`src/rtl/mem_arb_pkg.sv`:
```
// Shared definitions for the two-port memory arbiter: state encoding,
// requester indices and the default acknowledge timeout.
package mem_arb_pkg;

  typedef enum logic [1:0] {
    IDLE  = 2'd0,
    BUSY0 = 2'd1,
    BUSY1 = 2'd2
  } arb_state_t;

  // Requester indices; also the value driven on the mux select line.
  localparam logic REQ_FETCH = 1'b0;
  localparam logic REQ_LSU   = 1'b1;

  // BUSY cycles allowed without an acknowledge before the access is aborted.
  localparam int DEFAULT_MAX_WAIT = 15;

endpackage

```
`src/rtl/rr_pick2.sv`:
```
// Two-way round-robin chooser. On a tie the requester that did not own
// the port last wins; otherwise the single active requester wins.
module rr_pick2
  import mem_arb_pkg::*;
(
  input  logic req0,
  input  logic req1,
  input  logic last_owner,
  output logic valid,
  output logic winner
);

  // Pure combinational pick; winner is meaningful only while valid is high.
  always_comb begin
    valid  = req0 | req1;
    if (req0 && req1) begin
      winner = ~last_owner;
    end else begin
      winner = req1 ? REQ_LSU : REQ_FETCH;
    end
  end

endmodule

```
`src/rtl/mem_port_arbiter.sv`:
```
// Round-robin arbiter and sequencer for one shared memory port
// (port 0 = instruction fetch, port 1 = load/store). The winning request
// is registered and held until the memory acknowledges or the wait
// counter times out; read data is returned with a one-cycle done pulse.
module mem_port_arbiter
  import mem_arb_pkg::*;
#(
  parameter int DATA_WIDTH = 32,
  parameter int MAX_WAIT   = DEFAULT_MAX_WAIT
) (
  input  logic                  clk,
  input  logic                  rst,
  input  logic                  req0,
  input  logic [DATA_WIDTH-1:0] addr0,
  input  logic                  req1,
  input  logic [DATA_WIDTH-1:0] addr1,
  input  logic                  we1,
  input  logic [DATA_WIDTH-1:0] wdata1,
  output logic                  gnt0,
  output logic                  gnt1,
  output logic                  done0,
  output logic                  done1,
  output logic                  err0,
  output logic                  err1,
  output logic [DATA_WIDTH-1:0] rdata,
  output logic                  mux_sel,
  output logic                  mem_req,
  output logic                  mem_we,
  output logic [DATA_WIDTH-1:0] mem_addr,
  output logic [DATA_WIDTH-1:0] mem_wdata,
  input  logic                  mem_ack,
  input  logic [DATA_WIDTH-1:0] mem_rdata
);

  localparam int CW = $clog2(MAX_WAIT + 1);
  // The counter holds the number of ack-less BUSY cycles already elapsed.
  // When it shows MAX_WAIT-1 and this cycle also has no ack, the counter
  // reaches MAX_WAIT now and the access is aborted at this edge.
  localparam logic [CW-1:0] CNT_LAST = CW'(MAX_WAIT - 1);
  localparam logic [CW-1:0] CNT_MAX  = CW'(MAX_WAIT);

  arb_state_t      state_reg;
  logic            last_owner_reg;
  logic [CW-1:0]   cnt_reg;

  logic            busy;
  logic            illegal;
  logic            owner;
  logic            ack_done;
  logic            timeout;
  logic            pick_last;
  logic            pick_valid;
  logic            pick_winner;
  logic            do_grant;
  logic            do_release;
  logic [DATA_WIDTH-1:0] cap_addr;
  logic [DATA_WIDTH-1:0] cap_wdata;
  logic            cap_we;

  // Decode current state and completion events; the ack path arbitrates
  // with last_owner already updated to the finishing requester.
  always_comb begin
    busy      = (state_reg == BUSY0) || (state_reg == BUSY1);
    illegal   = !busy && (state_reg != IDLE);
    owner     = (state_reg == BUSY1) ? REQ_LSU : REQ_FETCH;
    ack_done  = busy & mem_ack;
    timeout   = busy & ~mem_ack & (cnt_reg == CNT_LAST);
    pick_last = ack_done ? owner : last_owner_reg;
  end

  rr_pick2 u_pick (
    .req0       (req0),
    .req1       (req1),
    .last_owner (pick_last),
    .valid      (pick_valid),
    .winner     (pick_winner)
  );

  // Select the request to capture and decide between grant, release or wait.
  always_comb begin
    do_grant   = pick_valid & ((state_reg == IDLE) | ack_done);
    do_release = (ack_done & ~pick_valid) | timeout | illegal;
    cap_addr   = pick_winner ? addr1 : addr0;
    cap_wdata  = pick_winner ? wdata1 : '0;
    cap_we     = pick_winner & we1;
  end

  // Arbitration FSM with registered grants, memory request and pulses.
  always_ff @(posedge clk) begin
    if (rst) begin
      state_reg      <= IDLE;
      last_owner_reg <= REQ_LSU;
      cnt_reg        <= '0;
      gnt0           <= 1'b0;
      gnt1           <= 1'b0;
      done0          <= 1'b0;
      done1          <= 1'b0;
      err0           <= 1'b0;
      err1           <= 1'b0;
      mux_sel        <= 1'b0;
      mem_req        <= 1'b0;
      mem_we         <= 1'b0;
      rdata          <= '0;
      mem_addr       <= '0;
      mem_wdata      <= '0;
    end else begin
      done0 <= 1'b0;
      done1 <= 1'b0;
      err0  <= 1'b0;
      err1  <= 1'b0;

      if (ack_done) begin
        rdata          <= mem_rdata;
        done0          <= ~owner;
        done1          <= owner;
        last_owner_reg <= owner;
      end

      if (timeout) begin
        err0           <= ~owner;
        err1           <= owner;
        last_owner_reg <= owner;
      end

      if (do_grant) begin
        state_reg <= pick_winner ? BUSY1 : BUSY0;
        gnt0      <= ~pick_winner;
        gnt1      <= pick_winner;
        mux_sel   <= pick_winner;
        mem_req   <= 1'b1;
        mem_we    <= cap_we;
        mem_addr  <= cap_addr;
        mem_wdata <= cap_wdata;
        cnt_reg   <= '0;
      end else if (do_release) begin
        state_reg <= IDLE;
        gnt0      <= 1'b0;
        gnt1      <= 1'b0;
        mux_sel   <= 1'b0;
        mem_req   <= 1'b0;
        mem_we    <= 1'b0;
        cnt_reg   <= '0;
      end else if (busy && (cnt_reg != CNT_MAX)) begin
        cnt_reg <= cnt_reg + 1'b1;
      end
    end
  end

endmodule

```
`config.mk`:
```
export PLATFORM = sky130hd
export DESIGN_NAME = mem_port_arbiter
export DESIGN_NICKNAME = d
export VERILOG_FILES = /design/src/rtl/mem_arb_pkg.sv /design/src/rtl/rr_pick2.sv /design/src/rtl/mem_port_arbiter.sv
export SDC_FILE = /design/constraint.sdc
export NUM_CORES = 1
export LEC_CHECK = 0
export CAP_MARGIN = 25
export CORE_ASPECT_RATIO = 1.5
export CORE_MARGIN = 3
export CORE_UTILIZATION = 40
export DETAILED_ROUTE_END_ITERATION = 10
export HOLD_SLACK_MARGIN = 0.12
export PLACE_DENSITY = 0.86
export SYNTH_ARGS = -nofsm -noshare
export SYNTH_HDL_FRONTEND = slang
export SYNTH_SLANG_ARGS = --single-unit
```
`constraint.sdc`:
```
create_clock -name clk -period 3.8 [get_ports clk]
set_input_delay 0.38 -clock clk [delete_from_list [all_inputs] [get_ports clk]]
set_output_delay 0.38 -clock clk [all_outputs]
set_load 0.005 [all_outputs]
```
## Yosys cells after proc, flatten, opt, wreduce, memory -nomap -nowiden

Index checks and enable logic that the tools add are counted.

| cells by class | value |
|---|---|
| add/subtract/negate cells | 1 |
| equal/unequal tests | 4 |
| mux-type cells | 15 |
| bitwise gates (word level) | 17 |
| reductions and logical operators | 11 |

Operator list:

| operator | count |
|---|---|
| 32-bit two-way mux | 2 |
| 1-bit two-way mux | 10 |
| 1-bit NOT | 7 |
| 1-bit bitwise AND | 6 |
| 2-bit two-way mux | 3 |
| 4-bit by 1-bit adder with 4-bit output, second input constant | 1 |
| 4-bit equality test, second input constant | 1 |
| 4-bit inequality test, second input constant | 1 |
| 1-bit OR | 4 |
| 2-bit nonzero test | 2 |
| 2-bit OR reduction | 2 |
| 1-bit logical AND | 3 |
| 3-bit OR reduction | 1 |
| 2-bit by 1-bit equality test with 1-bit output, second input constant | 1 |
| 2-bit equality test, second input constant | 1 |
| 2-bit logical NOT | 1 |
| 1-bit logical NOT | 1 |
| 1-bit logical OR | 1 |

| word-level totals | value |
|---|---|
| bits in registers | 111 |
| input bits | 134 |
| output and inout port bits | 105 |
| word-level logic and storage cells | 62 |

## Depth between registers and ports, before layout

Gate-level depths: netlist of the first run.

| depth | value |
|---|---|
| depth after elaboration | 8 |
| mapped depth | 8 |
| gate-level depth less buffers | 6 |

## By module

From an unflattened synthesis of the first run, not the netlist that was laid out.

| unflattened totals | value |
|---|---|
| cell total of the unflattened synthesis | 428 |
| area, all modules | 4314.1 um^2 |

By module, submodules not included:

| module | instances | cells each | area an instance (um^2) | seq. area each (um^2) |
|---|---|---|---|---|
| mem_port_arbiter | 1 | 426 | 4300.4 | 2182.1 |
| rr_pick2 | 1 | 2 | 13.8 | 0.0 |

## Worst setup path before layout of the first run

No wires, ideal clock.

| timing | value |
|---|---|
| path kind | reg-to-reg |
| from | register, netlist name mux_sel |
| to | register mem_addr[10] |
| setup time | 0.128 ns |
| arrival | 1.901 ns |
| required time | 3.672 ns |
| setup slack | 1.771 ns |
| cell stages (with the launch flop) | 9 |
| path buffers | 2 |
| period minus slack after synthesis | 2.029 ns |
| path through | dfxtp_1 inv_1 ha_1 buf_2 and3_1 o311a_1 buf_2 a222oi_1 nor2_1 |

RTL lines:

| what | line | RTL |
|---|---|---|
| end signal: assignment | mem_port_arbiter.sv:132 | `mem_addr <= cap_addr;` |
| end: declaration | mem_port_arbiter.sv:29 | `output logic [DATA_WIDTH-1:0] mem_addr,` |

==> flow_metrics.py, run 1 <==
metrics = {
    "route": {
        "initialDrtViolationCount": 150,
        "viasPerCell": 5.208,
        "ant_nets": 0,
        "detail_route.first_pass.iterations": 4,
        "vias": 3812,
        "avgRoutedWirePerCell_um": 17.26,
        "drc": 0,
        "wl_um": 12630,
    },
    "clock_network": {
        "clk_path_buf_depth": 2,
        "cts_tree": "built",
        "path_clk_slew_ns": 0.07,
        "cts_max_level": 3,
        "root_buffer": "clkbuf_16",
        "numCtsBuffers": 9,
        "post_cts_buffers": 0,
        "cts.sinks": 109,
        "insertion_delay_ns": 0.34,
        "holdBufCountCts": 0,
        "postCtsResizedCells": 0,
    },
    "cells_and_area": {
        "area_growth_pct": 68.46,
        "final_layout_size_suffix_gt1_share_pct": 4.847,
        "finalNetCount": 753,
        "nFillCells": 688,
        "reg_top3": "mem_addr (32), mem_wdata (32), rdata (32)",
    },
    "floorplan": {
        "start_util_pct": 41.75,
        "coreArea_sq_mm": 0.009415,
        "rows": 43,
        "dieArea_sq_mm": 0.01108,
        "dieWidth_um": 86.95,
        "die_h_um": 127.4,
        "ioPinCount": 239,
    },
    "sta": {
        "slew_headroom_pct": 37.33,
        "max_freq_mhz": 348.6,
        "worst_pin_slew_ns": 0.9401,
        "fin_setup_tns_ns": 0,
        "setup_viol": 0,
        "hold_viol": 0,
        "setup_ws_ns": 0.9311,
        "drv_slew": 0,
        "finalCritPeriodShare_pct": 75.50,
        "period_needed_ns": 2.869,
        "rsz0062_at_grt": "false",
        "finClkSkew_ns": 0.007236,
    },
    "synth": {
        "synth_area_leader_cell": "dfxtp_1",
        "ys_top_cells_by_area": "dfxtp_1, a22o_1, nand2_1",
        "yosys.area_share.xor_xnor_pct": 0.6684,
        "synth_top_flop_cell": "dfxtp_1",
        "synth-simple-area-share_pct": 14.64,
        "syn-mean-instance-area_sq_um": 10.11,
        "synth_mux_area_share_pct": 0,
        "synthArstFlopShare_pct": 0,
        "synth_top_family_by_area": "compound AO/OA/AOI/OAI gates",
        "synth_compound_area_share_pct": 22.76,
        "yosysWarnings": 0,
        "synth_seq_cells": 109,
        "syn_inst": 389,
        "synth_top_cell_area_share_pct": 55.51,
        "synth_area_sq_mm": 0.003931,
        "synth_fa_ha_area_share_pct": 1.591,
        "synth_edf_count": 0,
        "synth_cell_types": 36,
        "ys_seq_area_share_pct": 55.51,
        "synth_nets": 528,
    },
    "worst_setup_path": {
        "worst_r2r_path_depth": 8,
        "crit_type": "flip-flop to flip-flop",
        "r2r_slack_ns": 0.93,
        "cp-start-kind": "flip-flop",
        "r2r_end": "mem_wdata[29]$_SDFFE_PP0P_",
        "critical_path.startpoint": "mux_sel$_SDFFE_PP0P_",
        "rr_startpoint": "mux_sel$_SDFFE_PP0P_",
        "crit_arrival_ns": 3.15,
        "crit_path_end": "mem_wdata[29]$_SDFFE_PP0P_",
        "path_max_fanout": 32,
        "critPathCaptureType": "flip-flop",
        "cp.required_ns": 4.08,
    },
    "global_routing": {
        "antenna_found_initial": 1,
        "grt_first_pass_wirelength_um": 19500,
        "grt_pass1_vias": 3833,
        "grt-ovfl-total": 0,
        "grt_max_degree": 52,
        "grt_usage_pct": 22.28,
    },
    "placement": {
        "dp_slack_ns": 0.9219,
        "place_hpwl_um": 9546,
        "port_buffers": 238,
        "gpl.final_weighted_congestion": 0.7724,
    },
    "pwr": {
        "p_leak_nw": 2.512,
        "power.density_mw_per_mm2": 474.1,
        "ir_worst_vdd_uv": 335.9,
    },
    "min_path": {
        "hp-class": "flip-flop to flip-flop",
    },
    "flow_run": {
        "drv_cap": 0,
    },
    "status": {
        "outcome": "finished clean",
    },
}
## layer usage
metal / wire, um / up-vias / track usage (%)
li1: - / 1843 / -
met2: 6380 / 185 / 37.72
met5: 0 / - / 0
met4: 166 / 0 / 8.991
met3: 1553 / 12 / 9.290
met1: 4533 / 1772 / 24.21
## power breakdown
part | total, W | internal [W] | switching, W
combinational | 0.000904 | 0.000534 | 0.000370
sequential | 0.00138 | 0.00130 | 0.0000824
clock | 0.000857 | 0.000447 | 0.000410
total | 0.00314 | 0.00228 | 0.000863
## stage by stage
step	power (W)	instances	hold WS [ns]	utilization, %	area, sq um
2_1_floorplan	0.001783	389	0.4431	-	3931
3_3_place_gp	0.002276	714	0.4417	67.24	6331
3_5_place_dp	0.002304	714	0.4467	67.24	6331
4_1_cts	0.003171	730	0.4553	70.15	6605
5_1_grt	0.003314	732	0.4703	70.34	6623
6_report	0.003140	732	0.4519	70.34	6623
## logic make-up (layout without fill, tap and decap cells)
logic type | Yosys count | count (layout)
compound gates | 111 | 111
xor+xnor | 3 | 3
fa+ha+maj | 5 | 5
buf+inv | 36 | 266
flops | 109 | 109
other cells | 0 | 1
simple gates | 125 | 125
## worst max-delay path, stage by stage (launching register included)
cell and delay, ns:
dfxtp_1 0.43, inv_1 0.07, ha_1 0.44, and4_4 0.28, a2111oi_4 0.30, buf_4 0.23
and2b_2 0.57, buf_4 0.32, a22o_1 0.17
## area by class of cell
type	count	area, sq um	area share (%)
repair buffers	245	2437	36.80
diodes	1	2.502	0.03779
clock buffers	9	225.2	3.401
inverters	5	18.77	0.2834
clock inverters	7	48.80	0.7368
flip-flops and latches	109	2182	32.95
well taps	112	140.1	2.116
multi-input cells	244	1568	23.67
## how the worst min path moves through the flow
stage | depth (start not counted) | slack, ns | to | from
after floorplan | 1 | 0.44 | last_owner_reg$_SDFF_PP1_ | last_owner_reg$_SDFF_PP1_
after global placement | 2 | 0.44 | rdata[18]$_SDFFE_PP0P_ | rdata[18]$_SDFFE_PP0P_
after detailed placement | 2 | 0.45 | rdata[12]$_SDFFE_PP0P_ | rdata[12]$_SDFFE_PP0P_
after CTS | 2 | 0.46 | rdata[12]$_SDFFE_PP0P_ | rdata[12]$_SDFFE_PP0P_
after global routing | 2 | 0.47 | rdata[8]$_SDFFE_PP0P_ | rdata[8]$_SDFFE_PP0P_
final | 2 | 0.45 | rdata[22]$_SDFFE_PP0P_ | rdata[22]$_SDFFE_PP0P_
## synth_stat cells, types with 2 or more instances
cell / instances
buf_4: 2
nor3_1: 2
a22o_1: 33
a21oi_1: 34
dfxtp_1: 109
nand3_1: 4
buf_6: 5
ha_1: 5
buf_2: 8
nor2_1: 17
xor2_1: 2
a21o_1: 3
inv_1: 5
and3_1: 4
a222oi_1: 10
a221o_1: 22
nand2_1: 67
clkbuf_1: 16
and2_1: 24
## cell usage in the layout (no fill, tap or decap), drive strengths merged, types with 2 or more instances in the layout
cell type,n
nand2,68
nand3,4
a22o,33
a221o,22
a21oi,35
nor2,17
clkinv,4
and2,24
dfxtp,109
and3,4
inv,7
a21o,3
nor3,3
buf,8
ha,5
a222oi,10
clkbuf,9
clkdlybuf4s50,237
xor2,2
(Power assumes the default switching activity.)
==> inputs of run 2 (changes only) <==
--- a/config.mk
+++ b/config.mk
@@ -8,10 +8,10 @@
 export CAP_MARGIN = 25
 export CORE_ASPECT_RATIO = 1.5
 export CORE_MARGIN = 3
-export CORE_UTILIZATION = 40
+export CORE_UTILIZATION = 33
 export DETAILED_ROUTE_END_ITERATION = 10
 export HOLD_SLACK_MARGIN = 0.12
-export PLACE_DENSITY = 0.86
+export PLACE_DENSITY = 0.75
 export SYNTH_ARGS = -nofsm -noshare
 export SYNTH_HDL_FRONTEND = slang
 export SYNTH_SLANG_ARGS = --single-unit
==> constraint.sdc (replaced) <==
create_clock -name clk -period 2.4 [get_ports clk]
set_input_delay 0.24 -clock clk [delete_from_list [all_inputs] [get_ports clk]]
set_output_delay 0.24 -clock clk [all_outputs]
set_load 0.005 [all_outputs]
==> flow_metrics.py, run 2 (synthesized netlist as in run 1, its figures left out) <==
metrics = {
    "status": {
        "outcome": "finished clean",
    },
    "global_routing": {
        "antenna_found_initial": 0,
        "grt-ovfl-total": 0,
        "grt_first_pass_wirelength_um": 19300,
        "grt_pass1_vias": 3805,
        "grt_max_degree": 55,
        "grt_usage_pct": 18.42,
    },
    "clock_network": {
        "post_cts_buffers": 1,
        "cts_max_level": 3,
        "numCtsBuffers": 9,
        "clk_path_buf_depth": 2,
        "path_clk_slew_ns": 0.08,
        "cts_tree": "built",
        "holdBufCountCts": 0,
        "cts.sinks": 109,
        "root_buffer": "clkbuf_16",
        "postCtsResizedCells": 0,
        "insertion_delay_ns": 0.35,
    },
    "worst_setup_path": {
        "critPathCaptureType": "flip-flop",
        "critical_path.max_stage_delay_ns": 0.36,
        "cp.required_ns": 2.62,
        "crit_arrival_ns": 2.40,
        "critPathMostFrequentCell": "buf_4",
        "path_cells": "inv_1 -> ha_1 -> nand2_2 -> buf_4 -> a211oi_1 -> nor3_2 -> buf_4 -> a221o_1",
        "path_max_fanout": 35,
        "crit_slowest_cell": "ha_1",
        "cp-start-kind": "flip-flop",
        "crit_type": "flip-flop to flip-flop",
    },
    "pwr": {
        "p_comb_share_pct": 29.0,
        "seqPwrFrac_pct": 42.8,
        "power.density_mw_per_mm2": 754.2,
        "p_sw_w": 0.001430,
        "netSwitchingFraction_pct": 28.11,
        "clock_power_share_pct": 28.2,
        "p_leak_nw": 2.551,
        "ir_worst_vdd_uv": 458.8,
        "fin_total_pwr_w": 0.005088,
        "p_int_w": 0.003658,
    },
    "floorplan": {
        "ioPinCount": 239,
        "dieWidth_um": 95.12,
        "rows": 48,
        "die_h_um": 139.7,
        "start_util_pct": 33.92,
        "coreArea_sq_mm": 0.01159,
        "dieArea_sq_mm": 0.01329,
    },
    "min_path": {
        "hp-class": "primary input to flip-flop",
    },
    "sta": {
        "setup_ws_ns": 0.2238,
        "worst_pin_slew_ns": 0.4409,
        "finClkSkew_ns": 0.01201,
        "drv_slew": 0,
        "finalCritPeriodShare_pct": 90.67,
        "max_freq_mhz": 459.5,
        "hold_viol": 0,
        "fin_setup_tns_ns": 0,
        "rsz0062_at_grt": "false",
        "setup_viol": 0,
        "slew_headroom_pct": 70.61,
        "period_needed_ns": 2.176,
    },
    "flow_run": {
        "drv_cap": 0,
    },
    "route": {
        "viasPerCell": 4.954,
        "wl_met2_um": 6465,
        "ant_nets": 0,
        "vias": 3839,
        "topRoutingLayerUsed": "met4",
        "initialDrtViolationCount": 138,
        "detail_route.first_pass.iterations": 7,
        "wl_um": 12640,
        "wl_met3_um": 1291,
        "wl_met1_um": 4567,
        "avgRoutedWirePerCell_um": 16.31,
        "drc": 0,
    },
    "placement": {
        "gpl.final_weighted_congestion": 0.7997,
        "place_hpwl_um": 9508,
        "dp.cells": 758,
        "port_buffers": 238,
        "dp_slack_ns": -0.2318,
    },
    "cells_and_area": {
        "postLayoutCoreUtil_pct": 58.20,
        "area_growth_pct": 71.61,
        "layout.cells.most_common": "clkdlybuf4s50_1",
        "finalNetCount": 759,
        "stdcell_count": 775,
        "layout_common_cells": "clkdlybuf4s50_1, dfxtp_1, nand2_1, a21oi_1, a22o_1",
        "final_layout_size_suffix_gt1_share_pct": 5.760,
        "antennaDiodeCount": 0,
        "reg_top3": "mem_addr (32), mem_wdata (32), rdata (32)",
    },
}
-- run 2: worst paths after layout --
| check | endpoint | cells past startpoint | startpoint | slack, ns |
|---|---|---|---|---|
| worst max register to register | mem_addr[13]$_SDFFE_PP0P_ | 8 | state_reg[0]$_SDFFE_PP0P_ | 0.22 |
| worst min register to register | rdata[25]$_SDFFE_PP0P_ | 2 | rdata[25]$_SDFFE_PP0P_ | 0.46 |
| worst max-delay path | mem_addr[13]$_SDFFE_PP0P_ | 8 | state_reg[0]$_SDFFE_PP0P_ | 0.22 |
| worst min-delay path | mem_addr[31]$_SDFFE_PP0P_ | 2 | rst | 0.28 |
-- run 2: routing by layer --
layer / vias up / global-route usage (%)
met5: - / 0
met4: 0 / 8.365
met3: 20 / 5.787
met2: 161 / 32.30
met1: 1809 / 19.63
li1: 1849 / -
-- run 2: final cells by class --
type	count	area (sq um)
inverter	5	18.77
multi-input combinational	244	1568
clock buffer	9	225.2
sequential	109	2182
clock inverter	7	65.06
timing repair buffer	251	2500
fill	997	4845
tap	150	187.7
-- run 2: worst max-delay path, delay by kind of cell (launching register included) --
kind            cells  cell delay [ns]
compound gates      2             0.61
buf+inv             3             0.56
fa+ha+maj           1             0.36
flops               1             0.33
simple gates        2             0.19
-- run 2: power groups by stage --
stage	Clock, W	Sequential [W]	Combinational (W)
2_1_floorplan	0	0.00223	0.000594
3_3_place_gp	0	0.00221	0.00144
3_5_place_dp	0	0.00222	0.00148
4_1_cts	0.00148	0.00218	0.00149
5_1_grt	0.00155	0.00220	0.00160
6_report	0.00144	0.00218	0.00148
-- run 2: per-stage QoR --
step | instance area, sq um | hold WS, ns
final | 6746 | 0.2784
after global routing | 6746 | 0.2754
after CTS | 6746 | 0.2651
after detailed placement | 6449 | 0.4482
after global placement | 6449 | 0.4406
after floorplan | 3931 | 0.3726
